===== src/rtl/apb_slave_mem_if.sv =====
// APB3 bus bundle between a requester and the apb_slave_mem completer.
interface apb_slave_mem_if #(
  parameter int ADDR_WIDTH = 8,
  parameter int DATA_WIDTH = 32
);
  logic                  PSEL;
  logic                  PENABLE;
  logic                  PWRITE;
  logic [ADDR_WIDTH-1:0] PADDR;
  logic [DATA_WIDTH-1:0] PWDATA;
  logic [DATA_WIDTH-1:0] PRDATA;
  logic                  PREADY;
  logic                  PSLVERR;

  modport master (
    output PSEL, PENABLE, PWRITE, PADDR, PWDATA,
    input  PRDATA, PREADY, PSLVERR
  );

  modport slave (
    input  PSEL, PENABLE, PWRITE, PADDR, PWDATA,
    output PRDATA, PREADY, PSLVERR
  );
endinterface


===== src/rtl/apb_slave_mem.sv =====
// APB3 completer: word-addressed register file with wait states,
// protocol-violation detection and a saturating violation counter.
module apb_slave_mem #(
  parameter int ADDR_WIDTH  = 8,
  parameter int DATA_WIDTH  = 32,
  parameter int DEPTH       = 64,
  parameter int WAIT_STATES = 0
) (
  input  logic           PCLK,
  input  logic           PRESETn,
  apb_slave_mem_if.slave apb,
  output logic [7:0]     viol_count
);
  localparam int IDX_W = ADDR_WIDTH - 2;
  localparam int MEM_W = (DEPTH > 1) ? $clog2(DEPTH) : 1;

  typedef enum logic [1:0] {IDLE, ACCESS, ERR} state_e;

  state_e                state_q, state_d;
  logic [ADDR_WIDTH-1:0] addr_q;
  logic                  write_q;
  logic [DATA_WIDTH-1:0] wdata_q;
  logic [DATA_WIDTH-1:0] rdata_q;
  logic [3:0]            wait_q;
  logic                  stabErr_q;
  logic [7:0]            viol_q;
  logic [DATA_WIDTH-1:0] mem_q [DEPTH];

  logic             setupReq, accessReq, waitDone, mismatch;
  logic             busInRange, latInRange;
  logic             complete, latchSetup, incViol, doWrite;
  logic [IDX_W-1:0] busIdx, latIdx;
  logic [MEM_W-1:0] busMemIdx, latMemIdx;

  assign setupReq   = apb.PSEL & ~apb.PENABLE;
  assign accessReq  = apb.PSEL & apb.PENABLE;
  assign waitDone   = (wait_q == 4'd0);
  assign busIdx     = apb.PADDR[ADDR_WIDTH-1:2];
  assign latIdx     = addr_q[ADDR_WIDTH-1:2];
  assign busMemIdx  = MEM_W'(busIdx);
  assign latMemIdx  = MEM_W'(latIdx);
  assign busInRange = (32'(busIdx) < DEPTH);
  assign latInRange = (32'(latIdx) < DEPTH);

  // Write data only has to stay stable for writes; reads may leave PWDATA floating.
  assign mismatch   = (apb.PADDR != addr_q) || (apb.PWRITE != write_q) ||
                      (write_q && (apb.PWDATA != wdata_q));

  assign complete   = (state_q == ACCESS) && accessReq && waitDone;
  assign latchSetup = ((state_q == IDLE) || (state_q == ACCESS)) && setupReq;
  // A mismatch first seen on the completion edge cannot be flagged in PSLVERR
  // (outputs are registered) but still blocks the write.
  assign doWrite    = complete && write_q && !stabErr_q && !mismatch && latInRange;

  // Once stabErr_q is set the transfer has already been counted, so a later
  // abort or re-setup in the same transfer does not count again.
  always_comb begin
    incViol = 1'b0;
    case (state_q)
      IDLE:    incViol = accessReq;
      ACCESS:  incViol = !stabErr_q &&
                         (!apb.PSEL || setupReq || (accessReq && mismatch));
      default: incViol = 1'b0;
    endcase
  end

  always_ff @(posedge PCLK or negedge PRESETn) begin
    if (!PRESETn) begin
      state_q <= IDLE;
    end else begin
      state_q <= state_d;
    end
  end

  always_comb begin
    state_d = state_q;
    case (state_q)
      IDLE: begin
        if (setupReq) begin
          state_d = ACCESS;
        end else if (accessReq) begin
          state_d = ERR;
        end
      end
      ACCESS: begin
        if (!apb.PSEL || complete) begin
          state_d = IDLE;
        end
      end
      ERR:     state_d = IDLE;
      default: state_d = IDLE;
    endcase
  end

  always_comb begin
    apb.PREADY  = 1'b0;
    apb.PSLVERR = 1'b0;
    apb.PRDATA  = rdata_q;
    case (state_q)
      ACCESS: begin
        apb.PREADY  = waitDone;
        apb.PSLVERR = waitDone && (stabErr_q || !latInRange);
      end
      ERR: begin
        apb.PREADY  = 1'b1;
        apb.PSLVERR = 1'b1;
      end
      default: begin
        apb.PREADY  = 1'b0;
        apb.PSLVERR = 1'b0;
      end
    endcase
  end

  always_ff @(posedge PCLK or negedge PRESETn) begin
    if (!PRESETn) begin
      addr_q    <= '0;
      write_q   <= 1'b0;
      wdata_q   <= '0;
      rdata_q   <= '0;
      wait_q    <= 4'd0;
      stabErr_q <= 1'b0;
    end else if (latchSetup) begin
      addr_q    <= apb.PADDR;
      write_q   <= apb.PWRITE;
      wdata_q   <= apb.PWDATA;
      wait_q    <= 4'(WAIT_STATES);
      stabErr_q <= 1'b0;
      if (!apb.PWRITE) begin
        rdata_q <= busInRange ? mem_q[busMemIdx] : '0;
      end
    end else if (state_q == ACCESS) begin
      if (!waitDone) begin
        wait_q <= wait_q - 4'd1;
      end
      if (accessReq && mismatch) begin
        stabErr_q <= 1'b1;
      end
    end
  end

  always_ff @(posedge PCLK or negedge PRESETn) begin
    if (!PRESETn) begin
      viol_q <= 8'd0;
    end else if (incViol && (viol_q != 8'hFF)) begin
      viol_q <= viol_q + 8'd1;
    end
  end

  always_ff @(posedge PCLK or negedge PRESETn) begin
    if (!PRESETn) begin
      for (int i = 0; i < DEPTH; i++) begin
        mem_q[i] <= '0;
      end
    end else if (doWrite) begin
      mem_q[latMemIdx] <= wdata_q;
    end
  end

  assign viol_count = viol_q;
endmodule


===== src/flat_wrapper.sv =====
// flat-port wrapper written by rule: the top's interface ports become plain ports
module apb_slave_mem_flat 
#(
  parameter int ADDR_WIDTH  = 8,
  parameter int DATA_WIDTH  = 32,
  parameter int DEPTH       = 64,
  parameter int WAIT_STATES = 0
)
  (PCLK, PRESETn, viol_count, apb_PSEL, apb_PENABLE, apb_PWRITE, apb_PADDR, apb_PWDATA, apb_PRDATA, apb_PREADY, apb_PSLVERR);
  apb_slave_mem_if #(.ADDR_WIDTH(ADDR_WIDTH), .DATA_WIDTH(DATA_WIDTH)) apb_i ();
  input  logic PCLK;
  input  logic PRESETn;
  output logic [7:0] viol_count;
  input wire logic [$bits(apb_i.PSEL)-1:0] apb_PSEL;
  input wire logic [$bits(apb_i.PENABLE)-1:0] apb_PENABLE;
  input wire logic [$bits(apb_i.PWRITE)-1:0] apb_PWRITE;
  input wire logic [$bits(apb_i.PADDR)-1:0] apb_PADDR;
  input wire logic [$bits(apb_i.PWDATA)-1:0] apb_PWDATA;
  output wire logic [$bits(apb_i.PRDATA)-1:0] apb_PRDATA;
  output wire logic [$bits(apb_i.PREADY)-1:0] apb_PREADY;
  output wire logic [$bits(apb_i.PSLVERR)-1:0] apb_PSLVERR;
  assign apb_i.PSEL = apb_PSEL;
  assign apb_i.PENABLE = apb_PENABLE;
  assign apb_i.PWRITE = apb_PWRITE;
  assign apb_i.PADDR = apb_PADDR;
  assign apb_i.PWDATA = apb_PWDATA;
  assign apb_PRDATA = apb_i.PRDATA;
  assign apb_PREADY = apb_i.PREADY;
  assign apb_PSLVERR = apb_i.PSLVERR;
  apb_slave_mem #(.ADDR_WIDTH(ADDR_WIDTH), .DATA_WIDTH(DATA_WIDTH), .DEPTH(DEPTH), .WAIT_STATES(WAIT_STATES)) u_core (.PCLK(PCLK), .PRESETn(PRESETn), .apb(apb_i), .viol_count(viol_count));
endmodule

===== config.mk =====
export PLATFORM = sky130hd
export DESIGN_NAME = apb_slave_mem_flat
export DESIGN_NICKNAME = d
export VERILOG_FILES = /design/src/rtl/apb_slave_mem_if.sv /design/src/rtl/apb_slave_mem.sv /design/src/flat_wrapper.sv
export SDC_FILE = /design/constraint.sdc
export NUM_CORES = 2
export LEC_CHECK = 0
export ABC_AREA = 1
export CAP_MARGIN = 20
export CELL_PAD_IN_SITES_DETAIL_PLACEMENT = 2
export CELL_PAD_IN_SITES_GLOBAL_PLACEMENT = 2
export CORE_UTILIZATION = 43
export DETAILED_ROUTE_END_ITERATION = 12
export GPL_TIMING_DRIVEN = 0
export PLACE_DENSITY_LB_ADDON = 0.1
export REMOVE_ABC_BUFFERS = 1
export SLEW_MARGIN = 20
export SYNTH_ARGS = -nofsm -noshare
export SYNTH_HDL_FRONTEND = slang
export SYNTH_SLANG_ARGS = --single-unit

===== constraint.sdc =====
create_clock -name PCLK -period 5.23 [get_ports PCLK]
set_input_delay 1.046 -clock PCLK [delete_from_list [all_inputs] [get_ports PCLK]]
set_output_delay 1.046 -clock PCLK [all_outputs]
set_load 0.05 [all_outputs]

==> impl_metrics.env <==
export IMPL_run_status="finished, violations left"
export IMPL_violations="DRC, capacitance limit, setup timing"
export IMPL_synth_cell_types=34
export IMPL_worstSetupPathType="in -> reg"
export IMPL_floorplan_die_height_um=478
export IMPL_synth_top_cell_area_share=0.548
export IMPL_syn_inst=11500
export IMPL_track_usage=0.348
export IMPL_grt_pass1_vias=96000
export IMPL_core_area_um2=225000
export IMPL_cp_start_kind="input port"
export IMPL_avgSynthCellArea_um2=8.52
export IMPL_totalPowerFinal_mw=42.3
export IMPL_grt_pass1_wl_mm=609
export IMPL_ir_worst_vdd_v=0.000444
export IMPL_crit_path_end_kind="register"
export IMPL_synthTopCellsByArea="dfrtp_1 (55%), nand2_1 (11%), o21ai_0 (7.9%)"
export IMPL_ys_ff_latch=2136
export IMPL_dieArea_um2=229000
export IMPL_r2r_slack_ns=0.14
export IMPL_drt_wl_total_mm=402
export IMPL_postRouteAntennaNets=0
export IMPL_fin_crit_sh=1.02
export IMPL_ys_warn_count=0
export IMPL_initial_core_util=0.434
export IMPL_yosys_area_top_type="dfrtp_1"
export IMPL_ios=87
export IMPL_dr_total_vias=87200
export IMPL_clkTransAtPathRegs_ns=0.06
export IMPL_place_hpwl_mm=224
export IMPL_arrival_ns=6.08
export IMPL_cts_tree="built"
export IMPL_rr_endpoint="u_core.mem_q[1085]$_DFFE_PN0P_"
export IMPL_powerDensity_nw_per_um2=390
export IMPL_grt_overflow_total=0
export IMPL_maxCapViolCount=1
export IMPL_max_freq_mhz=187
export IMPL_routedWlPerCell_um=28.6
export IMPL_worst_slew_pin_slew_ns=1.48
export IMPL_hp_class="in -> async"
export IMPL_crit_required_ns=5.96
export IMPL_rows=174
export IMPL_timing_slew_headroom=0.00877
export IMPL_hold_buffers=0
export IMPL_grt_max_degree=174
export IMPL_cts_buffer_depth=3
export IMPL_final_nets=10900
export IMPL_htreeDepth=4
export IMPL_skew_ns=0.0355
export IMPL_fin_setup_tns_ns=-1.30
export IMPL_gp_congestion=0.777
export IMPL_numPortBuffers=86
export IMPL_worst_slack_ns=-0.112
export IMPL_design_area_um2=108000
export IMPL_viasPerCell=6.19
export IMPL_chipWidth_um=478
export IMPL_rr_worst_depth=21
export IMPL_clockRootBuffer="clkbuf_16"
export IMPL_yosysSeqAreaShare=0.548
export IMPL_maxSlewViolCount=0
export IMPL_syn_area_um2=97600
export IMPL_path_max_fanout=64
export IMPL_insertion_delay_ns=0.91
export IMPL_drt_pass1_iter_count=12
export IMPL_rsz0062_at_grt="true"
export IMPL_drive_gt1_frac=0.0692
export IMPL_drt_iter0_drc=6884
export IMPL_numCtsBuffers=235
export IMPL_min_period_ns=5.34
export IMPL_p_leak_nw=46.6
export IMPL_grt_antenna_before_repair=11
export IMPL_finalSetupViolCount=41
export IMPL_reg2reg_from="u_core.wait_q[0]$_DFFE_PN0P_"
export IMPL_drc=3
export IMPL_clock_sinks=2136
export IMPL_area_delta_synth_final_pct=11.1
export IMPL_hold_viol=0
export IMPL_dpl_cell_area_um2=100000
-- cell type report --
cell class                      count  area [um2]
Antenna cell                       14        35.0
Clock buffer                      351        6880
Clock inverter                     74         768
Fill cell                       23900      117000
Inverter                          107         537
Multi-Input combinational cell   8131       38000
Sequential cell                  2136       53500
Tap cell                         2992        3740
Timing Repair Buffer              272        5020
-- synthesized netlist by cell type (all sizes together) --
| cell | instances |
|---|---|
| nor3 | 3 |
| ha | 6 |
| a21o | 1 |
| dfrtp | 2136 |
| nand3 | 641 |
| clkbuf | 652 |
| and2 | 1 |
| buf | 440 |
| nor4 | 1 |
| nor3b | 1 |
| o21a | 1 |
| xor2 | 5 |
| a21oi | 35 |
| o22ai | 482 |
| o21ai | 3117 |
| clkinv | 1 |
| a211oi | 1 |
| nand4 | 3 |
| nand2 | 2748 |
| inv | 106 |
| nor2 | 1046 |
| o32ai | 1 |
| a21boi | 1 |
| xnor2 | 27 |
-- per-stage QoR --
step                       util  hold WS, ns  cells  setup WS (ns)
final                     0.482        0.136  14100         -0.112
after global routing      0.482        0.161  14100         -0.189
after CTS                 0.480        0.135  14000         -0.122
after detailed placement  0.445        0.465  13600          -1.39
after global placement    0.427        0.459  13400        -236.95
after floorplan               -        0.448  10400         -16.47
-- routing by layer --
layer | track usage | wire, um | vias to the layer above
met1 | 0.468 | 174000 | 46700
met3 | 0.0407 | 19600 | 712
met5 | 0 | 24 | -
met4 | 0.148 | 17000 | 4
li1 | - | - | 37400
met2 | 0.568 | 192000 | 2360
-- critical path: stages --
cell and delay [ns]:
buf_12 0.15, buf_16 0.20, clkinv_16 0.27, buf_16 0.29, buf_16 0.27, buf_16 0.31
o21ai_2 0.10, inv_1 0.09, nand4_1 0.16, nor2_4 0.22, and2_4 0.47, buf_16 0.33
buf_16 0.42, nand3_4 0.88, nand2_1 0.33, o21ai_1 0.12
-- registers in the layout (all words and copies together), names as in the netlist --
register / cells
u_core.addr_q: 8
u_core.apb.PRDATA: 32
u_core.stabErr_q: 1
u_core.wait_q: 4
u_core.write_q: 1
u_core.wdata_q: 32
u_core.mem_q: 2048
u_core.state_q: 2
u_core.viol_count: 8
-- worst max path at each step --
stage / startpoint / end
floorplan: apb_PENABLE / u_core.mem_q[0]$_DFFE_PN0P_
global placement: apb_PADDR[2] / u_core.apb.PRDATA[24]$_DFFE_PN0P_
detailed placement: apb_PADDR[4] / u_core.mem_q[75]$_DFFE_PN0P_
CTS: u_core.wait_q[0]$_DFFE_PN0P_ / u_core.mem_q[259]$_DFFE_PN0P_
global route: apb_PADDR[4] / u_core.mem_q[1591]$_DFFE_PN0P_
finish: apb_PADDR[4] / u_core.mem_q[341]$_DFFE_PN0P_
-- cells in the final DEF, fill, tap and decap left out, types with 5 or more instances in the layout --
cell	netlist	final
a21oi_1	35	35
buf_12	6	67
buf_16	0	96
buf_2	114	8
buf_4	111	18
bufinv_16	0	11
clkbuf_1	652	62
clkbuf_16	0	237
clkbuf_8	0	52
clkdlybuf4s50_1	0	78
clkinv_2	0	47
dfrtp_1	2136	2136
diode_2	0	14
ha_1	6	6
inv_1	103	67
inv_4	0	32
inv_6	0	9
nand2_1	2748	2747
nand3_1	577	577
nand3_4	50	72
nor2_1	1045	1044
o21ai_0	1533	1521
o21ai_1	1497	1506
o21ai_2	87	89
o22ai_1	482	482
xnor2_1	27	27
xor2_1	5	5
-- repair_timing --
action	4_1_cts	5_1_grt
endpoints found under the setup margin	561	362
resized for setup	10	23
pin swaps	13	7
buffers inserted	0	6
cloned	6	5
-- power breakdown --
group	switching [mW]	leakage [nW]	internal, mW
clock network	7.27	3.79	9.58
logic	6.50	13.1	1.72
registers	0.347	29.7	16.8
-- cells by family (layout without fill, tap and decap cells) --
logic type | count (synthesis) | after routing | share of synthesized area
simple gates | 4444 | 4454 | 0.186
flops | 2136 | 2136 | 0.548
other cells | 0 | 14 | 0
fa+ha+maj | 6 | 6 | 0.000769
compound gates | 3639 | 3639 | 0.196
buf+inv | 1199 | 804 | 0.0661
xor+xnor | 32 | 32 | 0.00287
(Power assumes the default switching activity.)
